<file path="src/rtl/irq_pkg.sv">
// Shared types and sizing rules for the irq_ctrl interrupt controller.
package irq_pkg;

  localparam int DEF_NUM_SRC = 8;

  typedef enum logic [1:0] {
    IDLE    = 2'd0,
    ASSERT  = 2'd1,
    SERVICE = 2'd2
  } irq_state_t;

  // One extra code point is reserved for the timer source at index NUM_SRC.
  function automatic int irq_id_w(input int num_src);
    return $clog2(num_src + 1);
  endfunction

endpackage

</file>
<file path="src/rtl/irq_ctrl_prio_enc.sv">
// Combinational lowest-index priority encoder used to pick the winning request.
module irq_prio_enc
  import irq_pkg::*;
#(
  parameter int WIDTH = DEF_NUM_SRC + 1,
  parameter int ID_W  = irq_id_w(WIDTH - 1)
) (
  input  logic [WIDTH-1:0] req,
  output logic             valid,
  output logic [ID_W-1:0]  id
);

  // Scan high to low so the last hit, the lowest index, is what remains.
  always_comb begin
    valid = 1'b0;
    id    = '0;
    for (int i = WIDTH - 1; i >= 0; i--) begin
      if (req[i]) begin
        valid = 1'b1;
        id    = ID_W'(i);
      end
    end
  end

endmodule

</file>
<file path="src/rtl/irq_ctrl.sv">
// Edge-triggered interrupt controller feeding the single interrupt line of cpu.
// Optional periodic timer source enabled by defining IRQ_TIMER_EN.
module irq_ctrl
  import irq_pkg::*;
#(
  parameter int NUM_SRC = DEF_NUM_SRC,
`ifdef IRQ_TIMER_EN
  parameter int TIMER_PERIOD = 1000,
`endif
  localparam int ID_W = irq_id_w(NUM_SRC)
) (
  input  logic               clk,
  input  logic               rstn,
  input  logic [NUM_SRC-1:0] src,
  input  logic [NUM_SRC-1:0] enable,
  input  logic               irq_ack,
  input  logic               irq_complete,
`ifdef IRQ_TIMER_EN
  input  logic               timer_en,
`endif
  output logic               interrupt,
  output logic [ID_W-1:0]    irq_id,
  output logic [NUM_SRC:0]   pending
);

  irq_state_t         state, next_state;
  logic [NUM_SRC-1:0] src_q;
  logic               primed;
  logic               timer_set;
  logic [NUM_SRC:0]   set_vec, clr_vec, req;
  logic               win_valid;
  logic [ID_W-1:0]    win_id;
  logic               take_req, take_ack;

`ifdef IRQ_TIMER_EN
  logic [31:0] tcount;

  always_ff @(posedge clk or negedge rstn) begin
    if (!rstn)                                  tcount <= '0;
    else if (!timer_en)                         tcount <= '0;
    else if (tcount == 32'(TIMER_PERIOD - 1))   tcount <= '0;
    else                                        tcount <= tcount + 32'd1;
  end

  assign timer_set = timer_en && (tcount == 32'(TIMER_PERIOD - 1));
`else
  assign timer_set = 1'b0;
`endif

  // src_q resets to 0, so edge detection waits one clock after reset to
  // avoid treating a source that is already high as a fresh edge.
  always_ff @(posedge clk or negedge rstn) begin
    if (!rstn) begin
      src_q  <= '0;
      primed <= 1'b0;
    end else begin
      src_q  <= src;
      primed <= 1'b1;
    end
  end

  assign set_vec = {timer_set, primed ? (src & ~src_q) : {NUM_SRC{1'b0}}};
  assign clr_vec = take_ack ? ((NUM_SRC + 1)'(1) << irq_id) : '0;
  assign req     = pending & {1'b1, enable};

  // Set is applied after clear so a fresh edge on the acked source survives.
  always_ff @(posedge clk or negedge rstn) begin
    if (!rstn) pending <= '0;
    else       pending <= (pending & ~clr_vec) | set_vec;
  end

  irq_prio_enc #(
    .WIDTH (NUM_SRC + 1),
    .ID_W  (ID_W)
  ) u_prio_enc (
    .req   (req),
    .valid (win_valid),
    .id    (win_id)
  );

  always_ff @(posedge clk or negedge rstn) begin
    if (!rstn) state <= IDLE;
    else       state <= next_state;
  end

  always_comb begin
    next_state = state;
    case (state)
      IDLE:    if (win_valid)    next_state = ASSERT;
      ASSERT:  if (irq_ack)      next_state = SERVICE;
      SERVICE: if (irq_complete) next_state = IDLE;
      default:                   next_state = IDLE;
    endcase
  end

  always_comb begin
    take_req = (state == IDLE) && win_valid;
    take_ack = (state == ASSERT) && irq_ack;
  end

  // The request line and ID are registered so cpu sees no input-to-output path.
  always_ff @(posedge clk or negedge rstn) begin
    if (!rstn) begin
      interrupt <= 1'b0;
      irq_id    <= '0;
    end else if (take_req) begin
      interrupt <= 1'b1;
      irq_id    <= win_id;
    end else if (take_ack) begin
      interrupt <= 1'b0;
    end
  end

endmodule

</file>
<file path="config.mk">
export PLATFORM = sky130hd
export DESIGN_NAME = irq_ctrl
export DESIGN_NICKNAME = d
export VERILOG_FILES = /design/src/rtl/irq_pkg.sv /design/src/rtl/irq_ctrl_prio_enc.sv /design/src/rtl/irq_ctrl.sv
export SDC_FILE = /design/constraint.sdc
export NUM_CORES = 1
export LEC_CHECK = 0
export BUFFER_PORTS_ARGS = -buffer_cell sky130_fd_sc_hd__buf_4
export CAP_MARGIN = 20
export CORE_MARGIN = 3
export CORE_UTILIZATION = 40
export CTS_BUF_LIST = sky130_fd_sc_hd__clkbuf_4 sky130_fd_sc_hd__clkbuf_8 sky130_fd_sc_hd__clkbuf_16
export DETAILED_ROUTE_END_ITERATION = 7
export MAX_ROUTING_LAYER = met4
export PLACE_DENSITY = 0.65
export SLEW_MARGIN = 5
export SYNTH_ARGS = -nofsm -noshare
export SYNTH_HDL_FRONTEND = slang
export SYNTH_SLANG_ARGS = --single-unit
</file>
<file path="constraint.sdc">
create_clock -name clk -period 1.8 [get_ports clk]
set_input_delay 0 -clock clk [delete_from_list [all_inputs] [get_ports clk]]
set_output_delay 0 -clock clk [all_outputs]
set_load 0.02 [all_outputs]
</file>
# Word-level counts from Yosys, hierarchy flattened
# Cells that the tools add are included.
classes:
  n_addsub: 0
  multipliers: 0
  n_div: 0
  magnitude_cmp: 0
  eq_ne: 5
  shift: 1
  muxes: 26
  n_bitwise: 6
  n_reduce_logical: 5
ops:
  columns: ["operator", "count"]
  rows:
  - ["4-bit two-way mux", 9]
  - ["9-bit AND", 2]
  - ["1-bit two-way mux", 11]
  - ["9-bit two-way mux", 1]
  - ["9-bit inverter", 1]
  - ["9-bit by 8-bit OR with 9-bit output", 1]
  - ["1-bit by 4-bit left shift with 9-bit output (first input constant)", 1]
  - ["8-bit AND", 1]
  - ["8-bit two-way mux", 1]
  - ["8-bit inverter", 1]
  - ["2-bit two-way mux", 3]
  - ["2-bit inequality test (second input constant)", 3]
  - ["2-bit one-hot mux with 3 select lines", 1]
  - ["3-bit AND reduction", 1]
  - ["2-bit by 1-bit == test with 1-bit output (second input constant)", 1]
  - ["2-bit == test (second input constant)", 1]
  - ["1-bit logical AND", 2]
  - ["2-bit zero test", 1]
  - ["2-bit nonzero test", 1]
word_totals:
  regBits: 25
  latch_bits: 0
  ram_bits: 0
  rom_bits: 0
  input_bits: 20
  out_inout_bits: 14
  elab_cells: 49
  n_memories: 0

# Logic depth before layout (Yosys ltp)
depth:
  ltp_word: 12
  mapped_depth: 5
  depth_no_buf: 5

# By module
# From an unflattened synthesis, not the netlist that was laid out.
unflattened:
  cells_unflattened: 99
  hier_area_um2: 1098.6
modules_own_cells:
  columns: ["module", "n_inst", "cells_per_inst", "area_each_um2", "seq_area_each_um2"]
  rows:
  - ["irq_ctrl", 1, 84, 999.7, 625.6]
  - ["irq_prio_enc", 1, 15, 98.8, 0.0]

# Worst setup path after synthesis
# Ideal clock, no wire load.
synth_timing:
  path_kind: "flip-flop to flip-flop"
  from: "reg pending[5]"
  to: "reg irq_id[0]"
  setup_ns: 0.125
  arrival_time_ns: 1.408
  t_required_ns: 1.675
  path_slack_ns: 0.267
  path_stages_with_launch: 5
  n_path_buf: 0
  period_less_slack_ns: 1.533
  path_cell_list: "dfrtp_1 > a22oi_2 > nand3_2 > o31a_1 > mux2_4"
synth_between:
  elab_chain_cells: 8
  word_cells_on_any_way: 14
  cone_classes: "mux (12); bitwise (1); reduce/logical (1)"
synth_lines:
  columns: ["item", "line", "source"]
  rows:
  - ["start: declaration", "irq_ctrl.sv:23", "output logic [NUM_SRC:0] pending"]
  - ["start signal: assignment", "irq_ctrl.sv:69", "else pending <= (pending & ~clr_vec) | set_vec;"]
  - ["9-bit AND (*)", "irq_ctrl.sv:64", "assign req = pending & {1'b1, enable};"]
  - ["1-bit two-way mux (6 in a row)", "irq_ctrl_prio_enc.sv:18", "if (req[i]) begin"]
  - ["1-bit logical AND", "irq_ctrl.sv:97", "take_req = (state == IDLE) && win_valid;"]
  - ["end signal: assignment", "irq_ctrl.sv:108", "irq_id <= win_id;"]
  - ["end: declaration", "irq_ctrl.sv:22", "output logic [ID_W-1:0] irq_id,"]
# Every way passes the cells marked *; elsewhere a longest branch is shown, timed or not.
# A chain may end at the register's enable or synchronous reset.

# Worst setup path after layout
# Ends and elaborated chain as after synthesis.

==> results by group <==
Setup path
  • Critical R2R Capture: irq_id[0]$_DFFE_PN0P_
  • R2R Path Start: pending[5]$_DFF_PN0_
  • Arrival @ worst endpoint: 1.77 ns
  • Crit Path Class: reg2reg
  • Nature of the critical path startpoint: flip-flop
  • Crit-path slowest cell: dfrtp_1
  • Worst-path cell chain: a22oi_2, nand3_2, o31a_1, mux2_4
  • CP Data Required Time: 2.02 ns
  • R2R cell count: 4
  • FF-to-FF setup slack: 0.25 ns
  • CP peak stage delay: 0.45 ns
  • Critical path origin: pending[5]$_DFF_PN0_
  • CP Max Fanout: 5
  • CP endpoint: irq_id[0]$_DFFE_PN0P_
  • CP endpoint kind: flip-flop

GRT
  • GRT Total Usage: 17.7%
  • First-pass GRT wire length: 4350 um
  • Largest net degree at the start of global routing: 26
  • Vias in the first global route: 943
  • Initial antenna violation count: 0
  • GRT overflow: 0

Clock tree
  • Max H-tree Level: 1
  • Num CTS Buffers: 3
  • CTS Buffer Depth: 2
  • Clock Sinks: 25
  • CTS root buf: clkbuf_4
  • Clock Latency Late Sink: 0.32 ns
  • Reg clk slew, reported paths: 0.14 ns
  • Cts repair resizes: 0
  • CTS tree: done

Yosys
  • Yosys reg bits: 25
  • Cells after Synth: 95
  • Syn avg cell area: 11.0 um^2
  • Synthesis Warnings: 0
  • Sequential element share of the synthesized area: 59.8%
  • Synthesized cell area: 1050 um^2
  • Syn nets: 115
  • Number of distinct library cells after synthesis: 28

STA
  • Post-layout min period: 1.55 ns
  • Post-route clock period utilization: 85.8%
  • Finish-stage setup viols: 0
  • Pins Over Slew Limit: 0
  • Fmax: 0.647 GHz
  • Clock skew: 0.00385 ns
  • RSZ-0062 raised after global routing: no
  • Setup ws final: 0.255 ns
  • Final Hold Vio Count: 0
  • Setup_tns: 0 ns
  • Final hold slack: 0.0282 ns

Detailed routing
  • TritonRoute pass-1 iters: 4
  • DR vias/cell: 5.28
  • DRC marker count from the first detailed-route iteration: 9
  • Vias post-DR: 892
  • Drt total wl: 2540 um
  • WL per Instance: 15.0 um
  • Detail Route Antenna Nets: 0
  • # DRC: 0

Final layout
  • Nets: 162
  • Layout cells sized above 1: 29.8%
  • Synthesis-to-finish area growth: 38.9%
  • Final core utilization: 62.1%
  • Fillers: 202
  • Diodes inserted: 0
  • Most frequent cells in the layout: buf_4 (33), dfrtp_1 (25), nand2_1 (18), dlygate4sd3_1 (10), o21ai_0 (6)
  • Final instance area: 1450 um^2
  • Commonest non-fill, non-tap cell in the layout: buf_4
  • Fin cells: 169

Floorplanning
  • Die H: 57.1 um
  • Core Region: 2340 um^2
  • Io pins: 34
  • Die W: 57.1 um
  • Core Rows: 17
  • Die area: 3260 um^2
  • Initial core utilization: 44.7%

Placed design
  • Port Buf Inserts: 33
  • GPL Wtd Cong: 0.826
  • Final HPWL DP: 1810 um
  • Placed cells: 155
  • Pre-CTS setup slack: 0.280 ns
  • DP Area: 1330 um^2

Min path
  • Hold WC Path Type: in2reg
  • Hold Path Cell Cnt: 3

Job
  • Max-cap violations: 0

Status
  • Status: finished, final reports clean

Power
  • Total power: 1.84 mW
  • LEAKAGE: 0.662 nW
  • VDD IR max: 0.650 mV
  • PD cells: 1270 nW/um^2
==> power by group <==
part           leakage [nW]  total, mW  internal [mW]  switching (mW)
registers             0.283      0.849          0.693           0.156
clock network        0.0177      0.260         0.0832           0.176
logic                 0.362      0.736          0.362           0.375
total                 0.662       1.84           1.14           0.707
==> cell families (layout without fill, tap and decap cells) <==
group                  after synthesis  after routing  share of synthesized area [%]
other                                1              1                          0.359
AND/OR/NAND/NOR                     41             41                           20.0
flip-flops                          25             25                           59.8
multiplexers                         1              1                           1.43
buffers and inverters                5             51                           1.79
AO/OA/AOI/OAI                       22             22                           16.6
==> metal layers <==
| metal | vias up | global-route usage (%) | wire, um |
|---|---|---|---|
| met1 | 440 | 21.9 | 1130 |
| met3 | 2 | 2.94 | 99 |
| met4 | 0 | 4.97 | 17 |
| li1 | 428 | - | - |
| met5 | - | - | 0 |
| met2 | 22 | 30.0 | 1300 |
==> synth_stat cells <==
cell type	count	area share [%]
a21oi_1	1	0.48
or3_1	1	0.60
a32oi_1	1	0.84
nor3_1	1	0.48
nand3_2	1	0.96
a21bo_2	1	0.96
nor2b_1	1	0.60
mux2_4	1	1.4
a22oi_2	2	2.4
dfrtp_1	25	60
a41o_1	1	0.96
nor3b_1	1	0.72
inv_1	4	1.4
o31ai_1	1	0.72
o31a_1	2	1.7
o21ai_0	6	2.9
nor2_1	3	1.1
nand3_1	4	1.9
o21a_1	1	0.72
conb_1	1	0.36
nand2b_1	4	2.4
nand2_1	18	6.5
buf_1	1	0.36
a32o_1	4	3.8
o21ai_1	1	0.48
nand3b_1	5	3.6
or2_1	2	1.2
a21o_1	1	0.72
==> worst min-delay path by stage <==
stage	from	endpoint	slack, ns
finish	enable[0]	irq_id[1]$_DFFE_PN0P_	0.03
global route	irq_ack	state[0]$_DFFE_PN0P_	0.03
CTS	enable[0]	irq_id[1]$_DFFE_PN0P_	0.02
detailed placement	rstn	irq_id[2]$_DFFE_PN0P_	-0.08
global placement	rstn	state[0]$_DFFE_PN0P_	-0.08
floorplan	rstn	interrupt$_DFFE_PN0P_	-0.30
==> critical path: cells and delay by family, from the launching register on <==
family          cells  cell delay (ns)
simple gates        1             0.10
mux                 1             0.32
compound gates      2             0.58
flops               1             0.45
==> layout make-up <==
type	count	area, um^2	share of cell area (%)
inverters	4	15.0	1.03
well taps	28	35.0	2.41
clock buffers	3	22.5	1.55
repair buffers	43	348	23.9
multi-input cells	65	402	27.6
clock inverters	1	5.00	0.345
flip-flops and latches	25	626	43.1
==> registers in the layout, indices dropped and copies added, names as in the netlist <==
| name | count |
|---|---|
| interrupt | 1 |
| pending | 9 |
| src_q | 8 |
| state | 2 |
| irq_id | 4 |
| primed | 1 |
==> repair_timing <==
| item | CTS | global route |
|---|---|---|
| hold buffers | 10 | 0 |
| setup buffers | 0 | 0 |
| endpoints found under the hold margin | 42 | 0 |
Note: power is estimated with default switching activity, not from simulation.
